===== src/rtl/fifo_pack_writer_if.sv =====
// Narrow packet stream in plus the write port of the wide-output async FIFO.
interface fifo_pack_writer_if #(
    parameter int DATA_WIDTH = 16,
    parameter int WR_DEPTH   = 128
);
    logic                        s_valid;
    logic                        s_ready;
    logic [DATA_WIDTH-1:0]       s_data;
    logic                        s_last;
    logic                        fifo_wr_en;
    logic [DATA_WIDTH-1:0]       fifo_din;
    logic                        fifo_full;
    logic [$clog2(WR_DEPTH):0]   fifo_wr_data_space;

    // Environment side: sources the stream and models the FIFO.
    modport master (
        output s_valid, s_data, s_last, fifo_full, fifo_wr_data_space,
        input  s_ready, fifo_wr_en, fifo_din
    );

    // Packer side: sinks the stream and drives the FIFO write port.
    modport slave (
        input  s_valid, s_data, s_last, fifo_full, fifo_wr_data_space,
        output s_ready, fifo_wr_en, fifo_din
    );
endinterface


===== src/rtl/fifo_pack_writer.sv =====
// Packs narrow packets into the FIFO, padding each to a RATIO-beat wide-word boundary.
// Latency: handshake at edge N -> fifo_wr_en/fifo_din valid during cycle N+1.
// Backpressure: s_ready follows FIFO space (margin of 2) and is held low while padding.
module fifo_pack_writer #(
    parameter int                    DATA_WIDTH = 16,
    parameter int                    RATIO      = 8,
    parameter int                    WR_DEPTH   = 128,
    parameter logic [DATA_WIDTH-1:0] PAD_VALUE  = '0
) (
    input  logic                 wr_clk,
    input  logic                 sys_rst,
    fifo_pack_writer_if.slave    bus,
    output logic [15:0]          pkt_count,
    output logic [15:0]          pad_count,
    output logic                 busy
);
    localparam int            CW       = $clog2(RATIO);
    localparam int            SW       = $clog2(WR_DEPTH) + 1;
    localparam logic [CW-1:0] LAST_POS = CW'(RATIO - 1);

    typedef enum logic {ACCEPT, PAD} state_t;

    state_t        state;
    logic [CW-1:0] beat_cnt;
    logic          space_ok;
    logic          hs;

    // Margin of 2 covers the registered write plus the FIFO's count-update delay.
    assign space_ok    = !bus.fifo_full && (bus.fifo_wr_data_space > SW'(2));
    assign bus.s_ready = (state == ACCEPT) && space_ok;
    assign hs          = bus.s_valid && bus.s_ready;
    assign busy        = (state == PAD) || (beat_cnt != '0);

    always_ff @(posedge wr_clk or posedge sys_rst) begin
        if (sys_rst) begin
            state          <= ACCEPT;
            beat_cnt       <= '0;
            bus.fifo_wr_en <= 1'b0;
            bus.fifo_din   <= '0;
            pkt_count      <= '0;
            pad_count      <= '0;
        end else begin
            bus.fifo_wr_en <= 1'b0;
            case (state)
                ACCEPT: begin
                    if (hs) begin
                        bus.fifo_wr_en <= 1'b1;
                        bus.fifo_din   <= bus.s_data;
                        beat_cnt       <= beat_cnt + CW'(1);
                        if (bus.s_last) begin
                            pkt_count <= pkt_count + 16'd1;
                            // A packet ending on the last word slot is already aligned.
                            if (beat_cnt != LAST_POS)
                                state <= PAD;
                        end
                    end
                end
                PAD: begin
                    if (space_ok) begin
                        bus.fifo_wr_en <= 1'b1;
                        bus.fifo_din   <= PAD_VALUE;
                        beat_cnt       <= beat_cnt + CW'(1);
                        pad_count      <= pad_count + 16'd1;
                        if (beat_cnt == LAST_POS)
                            state <= ACCEPT;
                    end
                end
                default: state <= ACCEPT;
            endcase
        end
    end
endmodule

===== src/flat_wrapper.sv =====
// flat-port wrapper written by rule: the top's interface ports become plain ports
module fifo_pack_writer_flat 
#(
    parameter int                    DATA_WIDTH = 16,
    parameter int                    RATIO      = 8,
    parameter int                    WR_DEPTH   = 128,
    parameter logic [DATA_WIDTH-1:0] PAD_VALUE  = '0
)
  (wr_clk, sys_rst, pkt_count, pad_count, busy, bus_s_valid, bus_s_data, bus_s_last, bus_fifo_full, bus_fifo_wr_data_space, bus_s_ready, bus_fifo_wr_en, bus_fifo_din);
  fifo_pack_writer_if #(.DATA_WIDTH(DATA_WIDTH), .WR_DEPTH(WR_DEPTH)) bus_i ();
  input  logic wr_clk;
  input  logic sys_rst;
  output logic [15:0] pkt_count;
  output logic [15:0] pad_count;
  output logic busy;
  input wire logic [$bits(bus_i.s_valid)-1:0] bus_s_valid;
  input wire logic [$bits(bus_i.s_data)-1:0] bus_s_data;
  input wire logic [$bits(bus_i.s_last)-1:0] bus_s_last;
  input wire logic [$bits(bus_i.fifo_full)-1:0] bus_fifo_full;
  input wire logic [$bits(bus_i.fifo_wr_data_space)-1:0] bus_fifo_wr_data_space;
  output wire logic [$bits(bus_i.s_ready)-1:0] bus_s_ready;
  output wire logic [$bits(bus_i.fifo_wr_en)-1:0] bus_fifo_wr_en;
  output wire logic [$bits(bus_i.fifo_din)-1:0] bus_fifo_din;
  assign bus_i.s_valid = bus_s_valid;
  assign bus_i.s_data = bus_s_data;
  assign bus_i.s_last = bus_s_last;
  assign bus_i.fifo_full = bus_fifo_full;
  assign bus_i.fifo_wr_data_space = bus_fifo_wr_data_space;
  assign bus_s_ready = bus_i.s_ready;
  assign bus_fifo_wr_en = bus_i.fifo_wr_en;
  assign bus_fifo_din = bus_i.fifo_din;
  fifo_pack_writer #(.DATA_WIDTH(DATA_WIDTH), .RATIO(RATIO), .WR_DEPTH(WR_DEPTH), .PAD_VALUE(PAD_VALUE)) u_core (.wr_clk(wr_clk), .sys_rst(sys_rst), .bus(bus_i), .pkt_count(pkt_count), .pad_count(pad_count), .busy(busy));
endmodule

===== config.mk =====
export PLATFORM = sky130hd
export DESIGN_NAME = fifo_pack_writer_flat
export DESIGN_NICKNAME = d
export VERILOG_FILES = /design/src/rtl/fifo_pack_writer_if.sv /design/src/rtl/fifo_pack_writer.sv /design/src/flat_wrapper.sv
export SDC_FILE = /design/constraint.sdc
export NUM_CORES = 1
export LEC_CHECK = 0
export CAP_MARGIN = 20
export CORE_ASPECT_RATIO = 0.8
export CORE_MARGIN = 4
export CORE_UTILIZATION = 45
export CTS_CLUSTER_SIZE = 16
export DETAILED_ROUTE_END_ITERATION = 12
export HOLD_SLACK_MARGIN = 0.08
export PLACE_DENSITY = 0.79
export REMOVE_ABC_BUFFERS = 1
export SYNTH_ARGS = -nofsm -noshare
export SYNTH_HDL_FRONTEND = slang
export SYNTH_SLANG_ARGS = --single-unit

===== constraint.sdc =====
create_clock -name wr_clk -period 1.69 [get_ports wr_clk]
set_input_delay 0.2535 -clock wr_clk [delete_from_list [all_inputs] [get_ports wr_clk]]
set_output_delay 0.2535 -clock wr_clk [all_outputs]
set_load 0.03 [all_outputs]

Yosys cells after proc, flatten, opt, wreduce, memory -nomap -nowiden
Cells that the tools add are included.
Word-level totals
  ROM bits: 0
  memories: 0
  memory bits (writable): 0
  input bits: 29
  bits in latches: 0
  flip-flop bits (word level): 53
Cells by class
  divide/modulo/power cells: 0
  equal/unequal tests: 4
  mux-type cells: 15
  add/subtract/negate cells: 3
  reductions and logical operators: 9
  multipliers: 0
  order comparisons: 1
  bitwise gates (word level): 1
  shift-type cells: 0
Operators with widths (number)
  adder 16 x 1 -> 16 bit, second input constant: 2
  2-to-1 mux 16 bit: 2
  case mux 16 bit (2 select lines): 1
  greater-than comparator 8 x 2 -> 1 bit, second input constant: 1
  2-to-1 mux 1 bit: 7
  2-to-1 mux 3 bit: 2
  case mux 3 bit (2 select lines): 1
  case mux 1 bit (2 select lines): 2
  AND reduction 2 bit: 2
  adder 3 x 1 -> 3 bit, second input constant: 1
  == test 3 bit, second input constant: 1
  logical AND 1 bit: 3
  != test 3 bit, second input constant: 1
  AND reduction 3 bit: 1
  nonzero test 3 bit: 1
  != test 2 x 1 -> 1 bit, second input constant: 1
  != test 2 bit, second input constant: 1
  logical NOT 1 bit: 1
  logical OR 1 bit: 1
  NOT 1 bit: 1

Longest topological paths before layout
  depth in word-level cells: 6
  depth in mapped cells: 5
  gate-level depth less buffers: 5

Least setup slack after synthesis
Ideal clock, no wire load.
  path kind: register to register
  start: register u_core.pad_count[0]
  end: register u_core.pad_count[13]
  arrival time: 1586 ps
  setup slack: -29 ps
  stages on the path, launching flop included: 5
  setup time: 133 ps
  cells stage by stage: dfrtp_1 -> nand4_1 -> a2111oi_2 -> nand4_1 -> xnor2_1
On the way
  word-level cells in the longest chain between the ends: 1
RTL lines
  from (decl): line fifo_pack_writer.sv:14  | output logic [15:0] pad_count,
  from (signal assigned): line fifo_pack_writer.sv:63  | pad_count <= pad_count + 16'd1;
  adder 16 x 1 -> 16 bit: line fifo_pack_writer.sv:63
Every way passes these cells.
A chain may end at the register's enable or synchronous reset.

Worst setup path after layout
  start: register u_core.beat_cnt[0]
  end: output busy
On the way
  word-level cells in the longest chain between the ends: 2
RTL lines
  from (decl): line fifo_pack_writer.sv:24  | logic [CW-1:0] beat_cnt;
  from (signal assigned): line fifo_pack_writer.sv:49  | beat_cnt <= beat_cnt + CW'(1);
  from (signal assigned): line fifo_pack_writer.sv:62  | beat_cnt <= beat_cnt + CW'(1);
  nonzero test 3 bit: line fifo_pack_writer.sv:32  | assign busy = (state == PAD) || (beat_cnt != '0);
  logical OR 1 bit: line fifo_pack_writer.sv:32
  to (decl): line flat_wrapper.sv:15  | output logic busy;
Every way passes these cells.

==> impl_metrics.csv <==
group,metric,value,unit
outcome,run_status,"complete, no violations",
critical_path,cp_slowest_stage_delay,0.40,ns
critical_path,crit_chain,"inv_2 > ha_1 > or3b_4 > buf_6",
timing,setup_tns,0,ns
yosys,synth_top_area_share,56.0,%
clock_network,hold_buffers,0,
critical_path,crit_required,1.44,ns
detailed_routing,met2_length,2870,um
timing,finalHoldViolCount,0,
clock_network,cts.htree.levels,2,
timing,slew_violations,0,
clock_network,cts_made_buffers,5,
detailed_routing,routed_wirelength,5980,um
layout,n_antenna_cell,0,
power_and_ir_drop,p_leak,1.84,nW
detailed_routing,drtIter0Drc,112,
timing,fin_hold_ws,0.281,ns
die,pin_count,80,
yosys,ys_warn_count,0,
critical_path,start_kind,"flip-flop",
placement,gp_congestion,0.792,
timing,rsz0062_at_grt,"yes",
yosys,synthTopCellsByArea,"dfrtp_1 56%, xnor2_1 9.2%, o21ai_0 5.1%",
timing,slew_headroom,69.2,%
power_and_ir_drop,total_power,4.21,mW
die,num_rows,23,
layout,layout_commonest_cell,"dfrtp_1",
detailed_routing,drt-pass1-iter-count,4,
yosys,ys_ff_latch,53,
yosys,yosysTopAreaCell,"dfrtp_1",
critical_path,reg2reg_from,"u_core.beat_cnt[1]",
detailed_routing,drc_errors,0,
job,drv_cap,0,
grt,track_usage,18.9,%
min_path,hp-class,"primary input to asynchronous set/reset pin",
clock_network,clockBufferDepth,2,
timing,tightest_slew,0.462,ns
timing,final.min_clock_period,1.66,ns
clock_network,path_clk_slew,0.10,ns
clock_network,cts_tree,"built",
layout,area_delta_synth_final,53.1,%
layout,final_nets,354,
die,core,5060,um2
yosys,yosysUniqueCellTypes,33,
clock_network,cts_num_sinks,53,
die,die_height,72.9,um
grt,grt_pass1_wl,9610,um
timing,max_freq,0.603,GHz
power_and_ir_drop,power_per_cell_area,1160,nW/um2
detailed_routing,m1WireLength,2690,um
die,die_area,6500,um2
yosys,syn_avg_cell_area,11.3,um2
timing,finalSetupViolations,0,
clock_network,insertion_delay,0.31,ns
yosys,syn_inst,210,
yosys,netlist_area,2370,um2
detailed_routing,via_count,2000,
clock_network,cts_root_buf,"clkbuf_8",
critical_path,cp_top_family,"flip-flops",
layout,post-route-util,71.6,%
detailed_routing,wl_met3,347,um
critical_path,worstSetupPathType,"flip-flop to output pin",
detailed_routing,dr.max_layer_used,"met4",
grt,grt_antenna_before_repair,0,
detailed_routing,wl_per_cell,15.6,um
layout,num-fill-cells,395,
grt,overflow,0,
critical_path,path_max_fanout,2,
placement,dp_hpwl,4560,um
layout,final_cell_mix,"53 x dfrtp_1, 47 x clkdlybuf4s50_1, 28 x buf_4, 25 x xnor2_1, 24 x o21ai_0",
detailed_routing,via_per_inst,5.22,
critical_path,cpMaxStageDelayCell,"dfrtp_1",
timing,post-route-period-util,98.1,%
timing,finClkSkew,0.0101,ns
power_and_ir_drop,ir_worst_vdd,826,uV
detailed_routing,ant_nets,0,
grt,grt_pass1_vias,2028,
critical_path,crit_arrival,1.40,ns
layout,drive_gt1_share,17.8,%
die,die_w,89.1,um
critical_path,critPathCaptureType,"output pin",
die,start_util,46.8,%
critical_path,cp_num_buf_inv,2,
placement,portBuffers,79,
yosys,ys_seq_area_share,56.0,%
critical_path,startpoint,"u_core.beat_cnt[0]",
grt,grt_max_degree,20,
==> power by group <==
group | total [mW] | internal, mW | switching (mW)
clock | 0.745 | 0.333 | 0.412
combinational | 1.75 | 0.828 | 0.919
sequential | 1.72 | 1.51 | 0.206
total | 4.21 | 2.67 | 1.54
==> state kept, by name (all words and copies together), names as in the netlist <==
signal and count:
u_core.state 1, u_core.pad_count 16, u_core.beat_cnt 3, u_core.bus.fifo_din 16, u_core.bus.fifo_wr_en 1, u_core.pkt_count 16
==> per-stage QoR <==
stage | area, um2 | setup WS, ns | instances
detailed placement | 3460 | -0.454 | 373
finish | 3630 | 0.0323 | 383
floorplan | 2350 | -0.0879 | 204
global placement | 3460 | -0.454 | 373
CTS | 3550 | 0.00350 | 382
global route | 3630 | -0.0576 | 383
==> layer usage <==
layer / track usage (%) / vias up
li1: - / 958
met1: 25.7 / 973
met5: 0 / -
met3: 5.30 / 9
met4: 4.13 / 0
met2: 30.4 / 60
==> path summary, 6_finish.rpt <==
kind | end | slack (ns) | cells past startpoint
worst min-delay path | u_core.bus.fifo_din[5] | 0.28 | 2
min in group wr_clk | u_core.pkt_count[15] | 0.47 | 1
max in group asynchronous | u_core.beat_cnt[0] | 0.95 | 3
worst min register to register | u_core.pkt_count[15] | 0.47 | 1
worst max-delay path | busy | 0.03 | 4
worst max register to register | u_core.beat_cnt[2] | 0.11 | 6
==> synth_stat cells <==
master     instances
a21o_1             1
o21ai_0           24
mux2_4             2
nand2_1           22
o21ai_2            1
nor2_1             6
a21oi_2            2
a22o_1             3
a32o_1             1
inv_1              4
nand4bb_1          1
nand2b_1           1
or3b_2             1
mux2_2             2
dfrtp_1           53
nor3_1             1
a31oi_1            1
nor4_4             1
inv_2              1
xor2_1             6
and4_1             1
clkbuf_2           1
nor2b_1            1
a2111oi_2          1
nand4_1           11
a211oi_1           2
and3_1             9
clkbuf_1           5
nand3_1           11
ha_1               5
a21oi_1            2
a211oi_2           2
xnor2_1           25
==> what timing repair did <==
| action | 4_1_cts | 5_1_grt |
|---|---|---|
| setup endpoints to repair | 16 | 26 |
| resized for setup | 31 | 19 |
| setup buffers | 1 | 1 |
| pin swaps | 2 | 3 |
| gates cloned | 0 | 0 |
==> cell families (layout without fill, tap and decap cells) <==
logic type	Yosys count	after routing	synth area share, %
xor+xnor	31	31	11.5
mux	4	4	2.22
fa+ha+maj	5	5	2.64
compound gates	40	40	11.0
flops	53	53	56.0
simple gates	66	66	14.9
buf+inv	11	122	1.79
==> final cells by class <==
type,count,area [um2],share of cell area [%]
clock buffer,6,82.6,2.28
clock inverter,2,13.8,0.379
inverter,5,18.8,0.517
multi-input combinational,146,1040,28.7
sequential,53,1330,36.6
tap,62,77.6,2.14
timing repair buffer,109,1070,29.4
Note: power is estimated with default switching activity, not from simulation.
